### src/rtl/fixed_chan_sched_if.sv
// Bundles the frame-control, header-table, engine and sample-stream signals of fixed_chan_sched.
// Sample stream: a beat transfers when oSampleValid and iSampleReady are both 1; oSample/oSampleChan hold while oSampleValid=1 and iSampleReady=0.
interface fixed_chan_sched_if;
  logic        iStart;
  logic [3:0]  iNumChannels;
  logic [15:0] iBlockSize;
  logic [2:0]  oCfgChan;
  logic [3:0]  iCfgOrder;
  logic [15:0] iCfgAddr;
  logic        oEngRst;
  logic        oEngEn;
  logic [3:0]  oEngOrder;
  logic [15:0] oEngStartAddr;
  logic        iEngValid;
  logic [15:0] iEngSample;
  logic [15:0] oSample;
  logic [2:0]  oSampleChan;
  logic        oSampleValid;
  logic        iSampleReady;
  logic        oBusy;
  logic        oFrameDone;
  logic        oError;
  logic [2:0]  oDbgState;

  modport slave (
    input  iStart, iNumChannels, iBlockSize, iCfgOrder, iCfgAddr,
           iEngValid, iEngSample, iSampleReady,
    output oCfgChan, oEngRst, oEngEn, oEngOrder, oEngStartAddr,
           oSample, oSampleChan, oSampleValid, oBusy, oFrameDone, oError, oDbgState
  );

  modport master (
    output iStart, iNumChannels, iBlockSize, iCfgOrder, iCfgAddr,
           iEngValid, iEngSample, iSampleReady,
    input  oCfgChan, oEngRst, oEngEn, oEngOrder, oEngStartAddr,
           oSample, oSampleChan, oSampleValid, oBusy, oFrameDone, oError, oDbgState
  );
endinterface

### src/rtl/fixed_chan_sched.sv
// Per-channel sequencer for the fixed-predictor decode engine with a 2-entry output skid FIFO.
// SCHED_WDOG_EN adds a stall watchdog (WDOG_CYCLES) that abandons the frame if the engine goes quiet.
module fixed_chan_sched #(
  parameter int RST_CYCLES = 2,
  parameter int MAX_CH     = 8
`ifdef SCHED_WDOG_EN
  ,
  parameter int WDOG_CYCLES = 64
`endif
) (
  input logic               iClk,
  input logic               iRst_n,
  fixed_chan_sched_if.slave bus
);

  typedef enum logic [2:0] {
    S_IDLE, S_LOAD1, S_LOAD2, S_ENGRST, S_RUN, S_NEXT, S_DONE
  } state_t;

  localparam int RCW = (RST_CYCLES > 1) ? $clog2(RST_CYCLES) : 1;
  localparam logic [RCW-1:0] RST_LAST = RCW'(RST_CYCLES - 1);

  state_t          state_q, state_d;
  logic [2:0]      chan_q, chan_d;
  logic [3:0]      num_q, num_d;
  logic [15:0]     blk_q, blk_d;
  logic [15:0]     cnt_q, cnt_d;
  logic [RCW-1:0]  rst_cnt_q, rst_cnt_d;
  logic            eng_rst_q, eng_rst_d;
  logic            eng_en_q, eng_en_d;
  logic [3:0]      eng_order_q, eng_order_d;
  logic [15:0]     eng_addr_q, eng_addr_d;
  logic            busy_q, busy_d;
  logic            done_q, done_d;
  logic            err_q, err_d;
  logic [1:0][18:0] mem_q, mem_d;
  logic            rd_ptr_q, rd_ptr_d;
  logic            wr_ptr_q, wr_ptr_d;
  logic [1:0]      fcnt_q, fcnt_d;
`ifdef SCHED_WDOG_EN
  localparam int WDW = $clog2(WDOG_CYCLES + 1);
  localparam logic [WDW-1:0] WDOG_LAST = WDW'(WDOG_CYCLES - 1);
  logic [WDW-1:0]  wdog_q, wdog_d;
`endif

  logic pop, push_req, push_ok, overflow, en_next;

  assign pop      = (fcnt_q != 2'd0) && bus.iSampleReady;
  assign push_req = (state_q == S_RUN) && bus.iEngValid;
  assign push_ok  = push_req && ((fcnt_q != 2'd2) || pop);
  assign overflow = push_req && !push_ok;
  // Enable is registered, so it looks one pop ahead to keep the engine running at full rate.
  assign en_next  = (fcnt_q == 2'd0) || ((fcnt_q == 2'd1) && pop);

  always_comb begin
    mem_d    = mem_q;
    rd_ptr_d = rd_ptr_q;
    wr_ptr_d = wr_ptr_q;
    fcnt_d   = fcnt_q;
    if (push_ok) begin
      mem_d[wr_ptr_q] = {chan_q, bus.iEngSample};
      wr_ptr_d        = ~wr_ptr_q;
    end
    if (pop) rd_ptr_d = ~rd_ptr_q;
    case ({push_ok, pop})
      2'b10:   fcnt_d = fcnt_q + 2'd1;
      2'b01:   fcnt_d = fcnt_q - 2'd1;
      default: fcnt_d = fcnt_q;
    endcase
  end

  always_comb begin
    state_d     = state_q;
    chan_d      = chan_q;
    num_d       = num_q;
    blk_d       = blk_q;
    cnt_d       = cnt_q;
    rst_cnt_d   = rst_cnt_q;
    eng_rst_d   = eng_rst_q;
    eng_en_d    = eng_en_q;
    eng_order_d = eng_order_q;
    eng_addr_d  = eng_addr_q;
    busy_d      = busy_q;
    done_d      = 1'b0;
    err_d       = err_q;
`ifdef SCHED_WDOG_EN
    wdog_d      = wdog_q;
`endif
    if (overflow) err_d = 1'b1;
    case (state_q)
      S_IDLE: begin
        if (bus.iStart) begin
          num_d  = bus.iNumChannels;
          blk_d  = bus.iBlockSize;
          chan_d = 3'd0;
          err_d  = 1'b0;
          busy_d = 1'b1;
          if ((bus.iNumChannels == 4'd0) || (bus.iNumChannels > 4'(MAX_CH)) ||
              (bus.iBlockSize == 16'd0)) begin
            err_d   = 1'b1;
            state_d = S_DONE;
          end else begin
            state_d = S_LOAD1;
          end
        end
      end
      S_LOAD1: state_d = S_LOAD2;
      S_LOAD2: begin
        eng_order_d = bus.iCfgOrder;
        eng_addr_d  = bus.iCfgAddr;
        if (bus.iCfgOrder > 4'd4) begin
          err_d   = 1'b1;
          state_d = S_NEXT;
        end else begin
          eng_rst_d = 1'b1;
          rst_cnt_d = '0;
          state_d   = S_ENGRST;
        end
      end
      S_ENGRST: begin
        if (rst_cnt_q == RST_LAST) begin
          eng_rst_d = 1'b0;
          eng_en_d  = en_next;
          cnt_d     = 16'd0;
`ifdef SCHED_WDOG_EN
          wdog_d    = '0;
`endif
          state_d   = S_RUN;
        end else begin
          rst_cnt_d = rst_cnt_q + 1'b1;
        end
      end
      S_RUN: begin
        eng_en_d = en_next;
        if (push_req) begin
          cnt_d = cnt_q + 16'd1;
`ifdef SCHED_WDOG_EN
          wdog_d = '0;
`endif
          if (cnt_q + 16'd1 == blk_q) begin
            eng_en_d = 1'b0;
            state_d  = S_NEXT;
          end
        end
`ifdef SCHED_WDOG_EN
        else if (eng_en_q) begin
          if (wdog_q == WDOG_LAST) begin
            err_d    = 1'b1;
            eng_en_d = 1'b0;
            state_d  = S_DONE;
          end else begin
            wdog_d = wdog_q + 1'b1;
          end
        end
`endif
      end
      S_NEXT: begin
        if ({1'b0, chan_q} == num_q - 4'd1) begin
          state_d = S_DONE;
        end else begin
          chan_d  = chan_q + 3'd1;
          state_d = S_LOAD1;
        end
      end
      S_DONE: begin
        // The done pulse is held back until the last sample has been consumed.
        if (fcnt_q == 2'd0) begin
          done_d  = 1'b1;
          busy_d  = 1'b0;
          state_d = S_IDLE;
        end
      end
      default: state_d = S_IDLE;
    endcase
  end

  always_ff @(posedge iClk or negedge iRst_n) begin
    if (!iRst_n) begin
      state_q     <= S_IDLE;
      chan_q      <= 3'd0;
      num_q       <= 4'd0;
      blk_q       <= 16'd0;
      cnt_q       <= 16'd0;
      rst_cnt_q   <= '0;
      eng_rst_q   <= 1'b0;
      eng_en_q    <= 1'b0;
      eng_order_q <= 4'd0;
      eng_addr_q  <= 16'd0;
      busy_q      <= 1'b0;
      done_q      <= 1'b0;
      err_q       <= 1'b0;
      mem_q       <= '0;
      rd_ptr_q    <= 1'b0;
      wr_ptr_q    <= 1'b0;
      fcnt_q      <= 2'd0;
`ifdef SCHED_WDOG_EN
      wdog_q      <= '0;
`endif
    end else begin
      state_q     <= state_d;
      chan_q      <= chan_d;
      num_q       <= num_d;
      blk_q       <= blk_d;
      cnt_q       <= cnt_d;
      rst_cnt_q   <= rst_cnt_d;
      eng_rst_q   <= eng_rst_d;
      eng_en_q    <= eng_en_d;
      eng_order_q <= eng_order_d;
      eng_addr_q  <= eng_addr_d;
      busy_q      <= busy_d;
      done_q      <= done_d;
      err_q       <= err_d;
      mem_q       <= mem_d;
      rd_ptr_q    <= rd_ptr_d;
      wr_ptr_q    <= wr_ptr_d;
      fcnt_q      <= fcnt_d;
`ifdef SCHED_WDOG_EN
      wdog_q      <= wdog_d;
`endif
    end
  end

  assign bus.oCfgChan      = chan_q;
  assign bus.oEngRst       = eng_rst_q;
  assign bus.oEngEn        = eng_en_q;
  assign bus.oEngOrder     = eng_order_q;
  assign bus.oEngStartAddr = eng_addr_q;
  assign bus.oSample       = mem_q[rd_ptr_q][15:0];
  assign bus.oSampleChan   = mem_q[rd_ptr_q][18:16];
  assign bus.oSampleValid  = (fcnt_q != 2'd0);
  assign bus.oBusy         = busy_q;
  assign bus.oFrameDone    = done_q;
  assign bus.oError        = err_q;
  assign bus.oDbgState     = state_q;

endmodule

### src/flat_wrapper.sv
// flat-port wrapper written by rule: the top's interface ports become plain ports
module fixed_chan_sched_flat 
#(
  parameter int RST_CYCLES = 2,
  parameter int MAX_CH     = 8

)
  (iClk, iRst_n, bus_iStart, bus_iNumChannels, bus_iBlockSize, bus_iCfgOrder, bus_iCfgAddr, bus_iEngValid, bus_iEngSample, bus_iSampleReady, bus_oCfgChan, bus_oEngRst, bus_oEngEn, bus_oEngOrder, bus_oEngStartAddr, bus_oSample, bus_oSampleChan, bus_oSampleValid, bus_oBusy, bus_oFrameDone, bus_oError, bus_oDbgState);
  fixed_chan_sched_if bus_i ();
  input logic iClk;
  input logic iRst_n;
  input wire logic [$bits(bus_i.iStart)-1:0] bus_iStart;
  input wire logic [$bits(bus_i.iNumChannels)-1:0] bus_iNumChannels;
  input wire logic [$bits(bus_i.iBlockSize)-1:0] bus_iBlockSize;
  input wire logic [$bits(bus_i.iCfgOrder)-1:0] bus_iCfgOrder;
  input wire logic [$bits(bus_i.iCfgAddr)-1:0] bus_iCfgAddr;
  input wire logic [$bits(bus_i.iEngValid)-1:0] bus_iEngValid;
  input wire logic [$bits(bus_i.iEngSample)-1:0] bus_iEngSample;
  input wire logic [$bits(bus_i.iSampleReady)-1:0] bus_iSampleReady;
  output wire logic [$bits(bus_i.oCfgChan)-1:0] bus_oCfgChan;
  output wire logic [$bits(bus_i.oEngRst)-1:0] bus_oEngRst;
  output wire logic [$bits(bus_i.oEngEn)-1:0] bus_oEngEn;
  output wire logic [$bits(bus_i.oEngOrder)-1:0] bus_oEngOrder;
  output wire logic [$bits(bus_i.oEngStartAddr)-1:0] bus_oEngStartAddr;
  output wire logic [$bits(bus_i.oSample)-1:0] bus_oSample;
  output wire logic [$bits(bus_i.oSampleChan)-1:0] bus_oSampleChan;
  output wire logic [$bits(bus_i.oSampleValid)-1:0] bus_oSampleValid;
  output wire logic [$bits(bus_i.oBusy)-1:0] bus_oBusy;
  output wire logic [$bits(bus_i.oFrameDone)-1:0] bus_oFrameDone;
  output wire logic [$bits(bus_i.oError)-1:0] bus_oError;
  output wire logic [$bits(bus_i.oDbgState)-1:0] bus_oDbgState;
  assign bus_i.iStart = bus_iStart;
  assign bus_i.iNumChannels = bus_iNumChannels;
  assign bus_i.iBlockSize = bus_iBlockSize;
  assign bus_i.iCfgOrder = bus_iCfgOrder;
  assign bus_i.iCfgAddr = bus_iCfgAddr;
  assign bus_i.iEngValid = bus_iEngValid;
  assign bus_i.iEngSample = bus_iEngSample;
  assign bus_i.iSampleReady = bus_iSampleReady;
  assign bus_oCfgChan = bus_i.oCfgChan;
  assign bus_oEngRst = bus_i.oEngRst;
  assign bus_oEngEn = bus_i.oEngEn;
  assign bus_oEngOrder = bus_i.oEngOrder;
  assign bus_oEngStartAddr = bus_i.oEngStartAddr;
  assign bus_oSample = bus_i.oSample;
  assign bus_oSampleChan = bus_i.oSampleChan;
  assign bus_oSampleValid = bus_i.oSampleValid;
  assign bus_oBusy = bus_i.oBusy;
  assign bus_oFrameDone = bus_i.oFrameDone;
  assign bus_oError = bus_i.oError;
  assign bus_oDbgState = bus_i.oDbgState;
  fixed_chan_sched #(.RST_CYCLES(RST_CYCLES), .MAX_CH(MAX_CH)) u_core (.iClk(iClk), .iRst_n(iRst_n), .bus(bus_i));
endmodule
### config.mk
export PLATFORM = sky130hd
export DESIGN_NAME = fixed_chan_sched_flat
export DESIGN_NICKNAME = d
export VERILOG_FILES = /design/src/rtl/fixed_chan_sched_if.sv /design/src/rtl/fixed_chan_sched.sv /design/src/flat_wrapper.sv
export SDC_FILE = /design/constraint.sdc
export NUM_CORES = 1
export LEC_CHECK = 0
export ABC_CLOCK_PERIOD_IN_PS = 2900
export CAP_MARGIN = 40
export CORE_ASPECT_RATIO = 1.5
export CORE_UTILIZATION = 52
export CTS_CLUSTER_DIAMETER = 100
export DETAILED_ROUTE_END_ITERATION = 6
export GPL_TIMING_DRIVEN = 1
export PLACE_DENSITY = 0.81
export SETUP_SLACK_MARGIN = 0.3
export SYNTH_ARGS = -nofsm -noshare
export SYNTH_HDL_FRONTEND = slang
export SYNTH_SLANG_ARGS = --single-unit
### constraint.sdc
create_clock -name iClk -period 2.9 [get_ports iClk]
set_input_delay 0.87 -clock iClk [delete_from_list [all_inputs] [get_ports iClk]]
set_output_delay 0.87 -clock iClk [all_outputs]
set_load 0.005 [all_outputs]
; ---- Yosys cells after proc, flatten, opt, wreduce, memory -nomap -nowiden
; Cells that the tools add are included.
[word_totals]
ff_bits = 110
latch_bits = 0
ram_bits = 0
mem_bits_ro = 0
out_inout_bits = 51
elab_cells = 120
memories = 0
[op_classes]
add_sub_neg = 6
n_mul = 0
n_div = 0
n_lt_le_gt_ge = 5
eq_ne = 19
shifts = 0
mux = 41
bitwise_logic = 2
reduce_logical = 29
[op_table]
columns = operator, n
row1 = two-way mux 19 bit, 3
row2 = bitwise mux 38 bit, 1
row3 = two-way mux 16 bit, 2
row4 = one-hot mux 16 bit (2 select lines), 1
row5 = two-way mux 3 bit, 10
row6 = one-hot mux 3 bit (7 select lines), 1
row7 = demux 19 bit (select 1 bit), 1
row8 = "adder 16 x 1 -> 16 bit, second input constant", 1
row9 = == test 16 bit, 1
row10 = zero test 16 bit, 1
row11 = two-way mux 1 bit, 15
row12 = AND reduction 3 bit, 4
row13 = nonzero test 2 bit, 6
row14 = "!= test 2 bit, second input constant", 5
row15 = one-hot mux 1 bit (2 select lines), 5
row16 = "== test 3 bit, second input constant", 3
row17 = "== test 3 x 2 -> 1 bit, second input constant", 2
row18 = logical AND 1 bit, 6
row19 = "!= test 2 x 1 -> 1 bit, second input constant", 3
row20 = one-hot mux 3 bit (2 select lines), 1
row21 = AND reduction 2 bit, 3
row22 = AND reduction 5 bit, 1
row23 = "== test 2 x 1 -> 1 bit, second input constant", 2
row24 = == test 3 x 4 -> 1 bit, 1
row25 = other kinds (18), 23

; ---- Longest topological paths before layout
[depth]
word_depth = 9
mapped_depth = 9

; ---- Worst setup path before layout
; Ideal clock, no wire load.
[synth_timing]
path_kind = input-to-reg
from = input bus_iEngValid
to = register u_core.mem_q[10] (netlist name)
t_arrival_ns = 2.089
required_time_ns = 2.775
slack_ns = 0.686
path_stages = 6
path_cell_list = nand2_1 -> nor3_2 -> nand2_1 -> nor2_2 -> buf_4 -> mux2_2
[synth_via]
elab_chain_len = 2
[synth_rtl]
columns = element, line
row1 = from (decl), flat_wrapper.sv:17  ; input wire logic [$bits(bus_i.iEngValid)-1:0] bus_iEngValid;
row2 = logical AND 1 bit, fixed_chan_sched.sv:49  ; assign push_req = (state_q == S_RUN) && bus.iEngValid;
row3 = logical AND 1 bit, fixed_chan_sched.sv:50  ; assign push_ok = push_req && ((fcnt_q != 2'd2) || pop);
row4 = to (signal assigned), fixed_chan_sched.sv:213  ; mem_q <= mem_d;
row5 = to (decl), fixed_chan_sched.sv:36  ; logic [1:0][18:0] mem_q, mem_d;
; No other way between the ends.
; A chain may end at the register's enable or synchronous reset.

; ---- Final worst setup path
[layout_timing]
from = register u_core.rd_ptr_q
to = output bus_oSample[8]
[layout_via]
elab_chain_len = 2
[layout_rtl]
columns = element, line
row1 = from (decl), fixed_chan_sched.sv:37  ; logic rd_ptr_q, rd_ptr_d;
row2 = from (signal assigned), fixed_chan_sched.sv:214  ; rd_ptr_q <= rd_ptr_d;
row3 = two-way mux 19 bit (implied by the code) (2 in a row), fixed_chan_sched.sv:228  ; assign bus.oSample = mem_q[rd_ptr_q][15:0];
row4 = to (decl), flat_wrapper.sv:25  ; output wire logic [$bits(bus_i.oSample)-1:0] bus_oSample;
; No other way between the ends. The select of a mux whose other input is x is not followed.

==> flow_summary.ini <==
[status]
status = finished clean

[layout]
fin_nets = 661
num_antenna_cells = 0
syn_to_final_growth_pct = 32.1
drive_gt1_share_pct = 26.4
nFillCells = 745
layout_commonest_cell = dfrtp_1
layout_common_cells = 109 x dfrtp_1, 98 x mux2_2, 94 x clkdlybuf4s50_1, 34 x nand2_1, 31 x o21ai_0

[setup_path]
crit_path_end_kind = output pin
crit_type = flop to output pin
critical-path-top-delay-family = buffers and inverters
crit_required_ns = 2.03
cp_max_fo = 7
ff2ff_path_depth = 7
slowest_stage = dfrtp_2
cp_cell_sequence = buf_6 -> mux2_2 -> clkdlybuf4s50_1
critPathBufInv = 2
start_kind = flop
slowest_delay_ns = 0.44
cp.arrival_ns = 1.69
crit_cells = 3

[clock_network]
hold_buffers = 0
cts_root_buffer = clkbuf_16
h-tree-depth = 3
cts_buffers = 9
clock_latency_ns = 0.34
cts_tree = built
path_clk_slew_ns = 0.07
cts_buffer_depth = 2
cts.sinks = 110

[logic_synthesis]
ys.flop_type = dfrtp_1
synthCells = 466
synth_edf_count = 0
syn_avg_cell_area_um2 = 11.8
yosys_warnings = 0
synth_area_mm2 = 0.00548
synth.distinct_cells = 57
syn_nets = 534
ys_seq_area_share_pct = 50.3
postSynth.asyncResetShare_pct = 100
yosys_register_bits = 110

[pwr]
p_comb_share_pct = 44.8
p_leak_nw = 3.21
peakVddDrop_mv = 0.506
p_sw_w = 0.00219
power_frac_clock_pct = 17.4
p_int_w = 0.00494
swShare_pct = 30.8
seq_power_share_pct = 37.8
power_density_mw_per_mm2 = 985

[timing]
fmax_ghz = 0.390
min_period_ns = 2.56
slew_violations = 0
fin_crit_sh_pct = 88.4
rsz0062_at_grt = true
layout_setup_ws_ns = 0.336
final.setup.tns_ns = 0
hold_viol_final = 0
slew_headroom_pct = 61.7
setup_viol = 0
worst_pin_slew_ns = 0.575
fin_skew_ns = 0.00548

[die]
start_util_pct = 53.8
die-area_mm2 = 0.0110
core_area_mm2 = 0.0102
io_pins = 112
fp.dieW_um = 85.8
die_y_um = 128
rows = 45

[routing]
drt_iter0_markers = 154
firstDrtPassIters = 4
drc = 0
final_antenna_net_count = 0
wl_per_cell_um = 16.3
drt_wl_total_mm = 12.0
vias_per_cell = 5.54
vias = 4094

[global_route]
grt_max_degree = 47
grt_pass1_wl_mm = 19.8
grt_pass1_vias = 4268
grtUsageTotal_pct = 23.2
overflow = 0
antenna_found_initial = 0

[min_path]
whs_path_depth = 1
worst_hold_path_type = flop to flop

[placed_design]
dp_hpwl_mm = 8.74
port_buffers = 111
post-place-ws_ns = 0.165
place.gp.congestion = 0.885

[job]
drv_cap = 0
==> kinds of logic after synthesis <==
family,after synthesis,synth area share [%]
xor gates and xnor gates,30,5.21
adders and majority gates,7,1.60
muxes,100,20.5
and+or+nand+nor,117,11.9
buffers and inverters,34,2.81
DFF,110,50.3
AOI/OAI and AO/OA,68,7.68
==> registers in the layout, summed over array words and instances (netlist names) <==
signal                    cells
u_core.bus.oEngStartAddr     16
u_core.bus.oEngRst            1
u_core.bus.oEngEn             1
u_core.fcnt_q                 2
u_core.mem_q                 38
u_core.cnt_q                 16
u_core.bus.oFrameDone         1
u_core.bus.oEngOrder          4
u_core.wr_ptr_q               1
u_core.bus.oBusy              1
u_core.bus.oCfgChan           3
u_core.rd_ptr_q               1
u_core.rst_cnt_q              1
u_core.bus.oDbgState          3
u_core.bus.oError             1
u_core.blk_q                 16
u_core.num_q                  4
==> worst reg2reg max path, cell delays in order, from the launching register on <==
cell,delay [ns]
dfrtp_1,0.44
ha_1,0.32
nand4_1,0.33
nor3_4,0.36
mux2_2,0.37
a21boi_1,0.12
o2111ai_1,0.23
o21a_1,0.23
==> through the flow <==
step	total power [W]	hold WS [ns]	utilization (%)	std cells	area, um2
after detailed placement	0.00582	0.490	66.5	709	6780
after global routing	0.00760	0.521	71.0	739	7240
after floorplan	0.00446	0.464	-	466	5480
after global placement	0.00567	0.481	66.5	709	6780
final	0.00713	0.502	71.0	739	7240
after CTS	0.00712	0.507	69.7	727	7110
==> repair_timing <==
item,CTS,global route
setup buffers,2,12
resized for setup,4,16
pin swaps,0,1
setup endpoints to repair,19,21
==> power groups by stage <==
stage	Sequential, W	Clock, W	Combinational (W)
after CTS	0.00270	0.00127	0.00315
after floorplan	0.00256	0	0.00190
final	0.00269	0.00124	0.00320
after global placement	0.00268	0	0.00299
after global routing	0.00279	0.00133	0.00348
after detailed placement	0.00273	0	0.00309
==> area by class of cell <==
type	count	area, um2	share of cell area, %
clock buffer	12	256	3.54
tap	141	176	2.44
inverter	12	45.0	0.622
timing repair buffer	138	1390	19.2
sequential	110	2750	38.0
clock inverter	4	45.0	0.622
multi-input combinational	322	2570	35.6
==> metal layers <==
| layer | vias up | wire length, um | track usage (%) |
|---|---|---|---|
| met4 | 0 | 443 | 11.6 |
| met2 | 135 | 6370 | 41.8 |
| met3 | 34 | 560 | 4.12 |
| met1 | 2007 | 4660 | 26.2 |
| li1 | 1918 | - | - |
| met5 | - | 0 | 0 |
==> synth_stat cells, drive strengths merged, types with 2 or more instances <==
library cell / n / share of area [%]
dfrtp: 110 / 50
mux2: 98 / 20
nand2: 34 / 2.3
o21ai: 32 / 2.9
xnor2: 23 / 3.7
nor2: 21 / 1.5
nor3: 14 / 1.9
nand3: 13 / 1.3
buf: 12 / 1.3
inv: 12 / 0.82
clkbuf: 10 / 0.69
nand4: 8 / 1.0
a21oi: 7 / 0.64
a31oi: 7 / 0.80
ha: 7 / 1.6
nor4: 7 / 1.5
xor2: 6 / 1.1
and3: 4 / 0.46
nand2b: 4 / 0.46
nor2b: 4 / 0.46
o31ai: 4 / 0.55
o21a: 3 / 0.41
and2: 2 / 0.23
mux2i: 2 / 0.37
or4: 2 / 0.34
==> worst paths after layout <==
path	startpoint	end	slack (ns)
worst min register to register	u_core.mem_q[21]	u_core.mem_q[21]	0.50
worst max-delay path	u_core.rd_ptr_q	bus_oSample[8]	0.34
min in group asynchronous	iRst_n	u_core.mem_q[14]	0.52
worst min-delay path	u_core.mem_q[21]	u_core.mem_q[21]	0.50
max in group asynchronous	iRst_n	u_core.bus.oEngStartAddr[10]	1.65
worst max register to register	u_core.cnt_q[0]	u_core.bus.oEngEn	0.39
(Power assumes the default switching activity.)
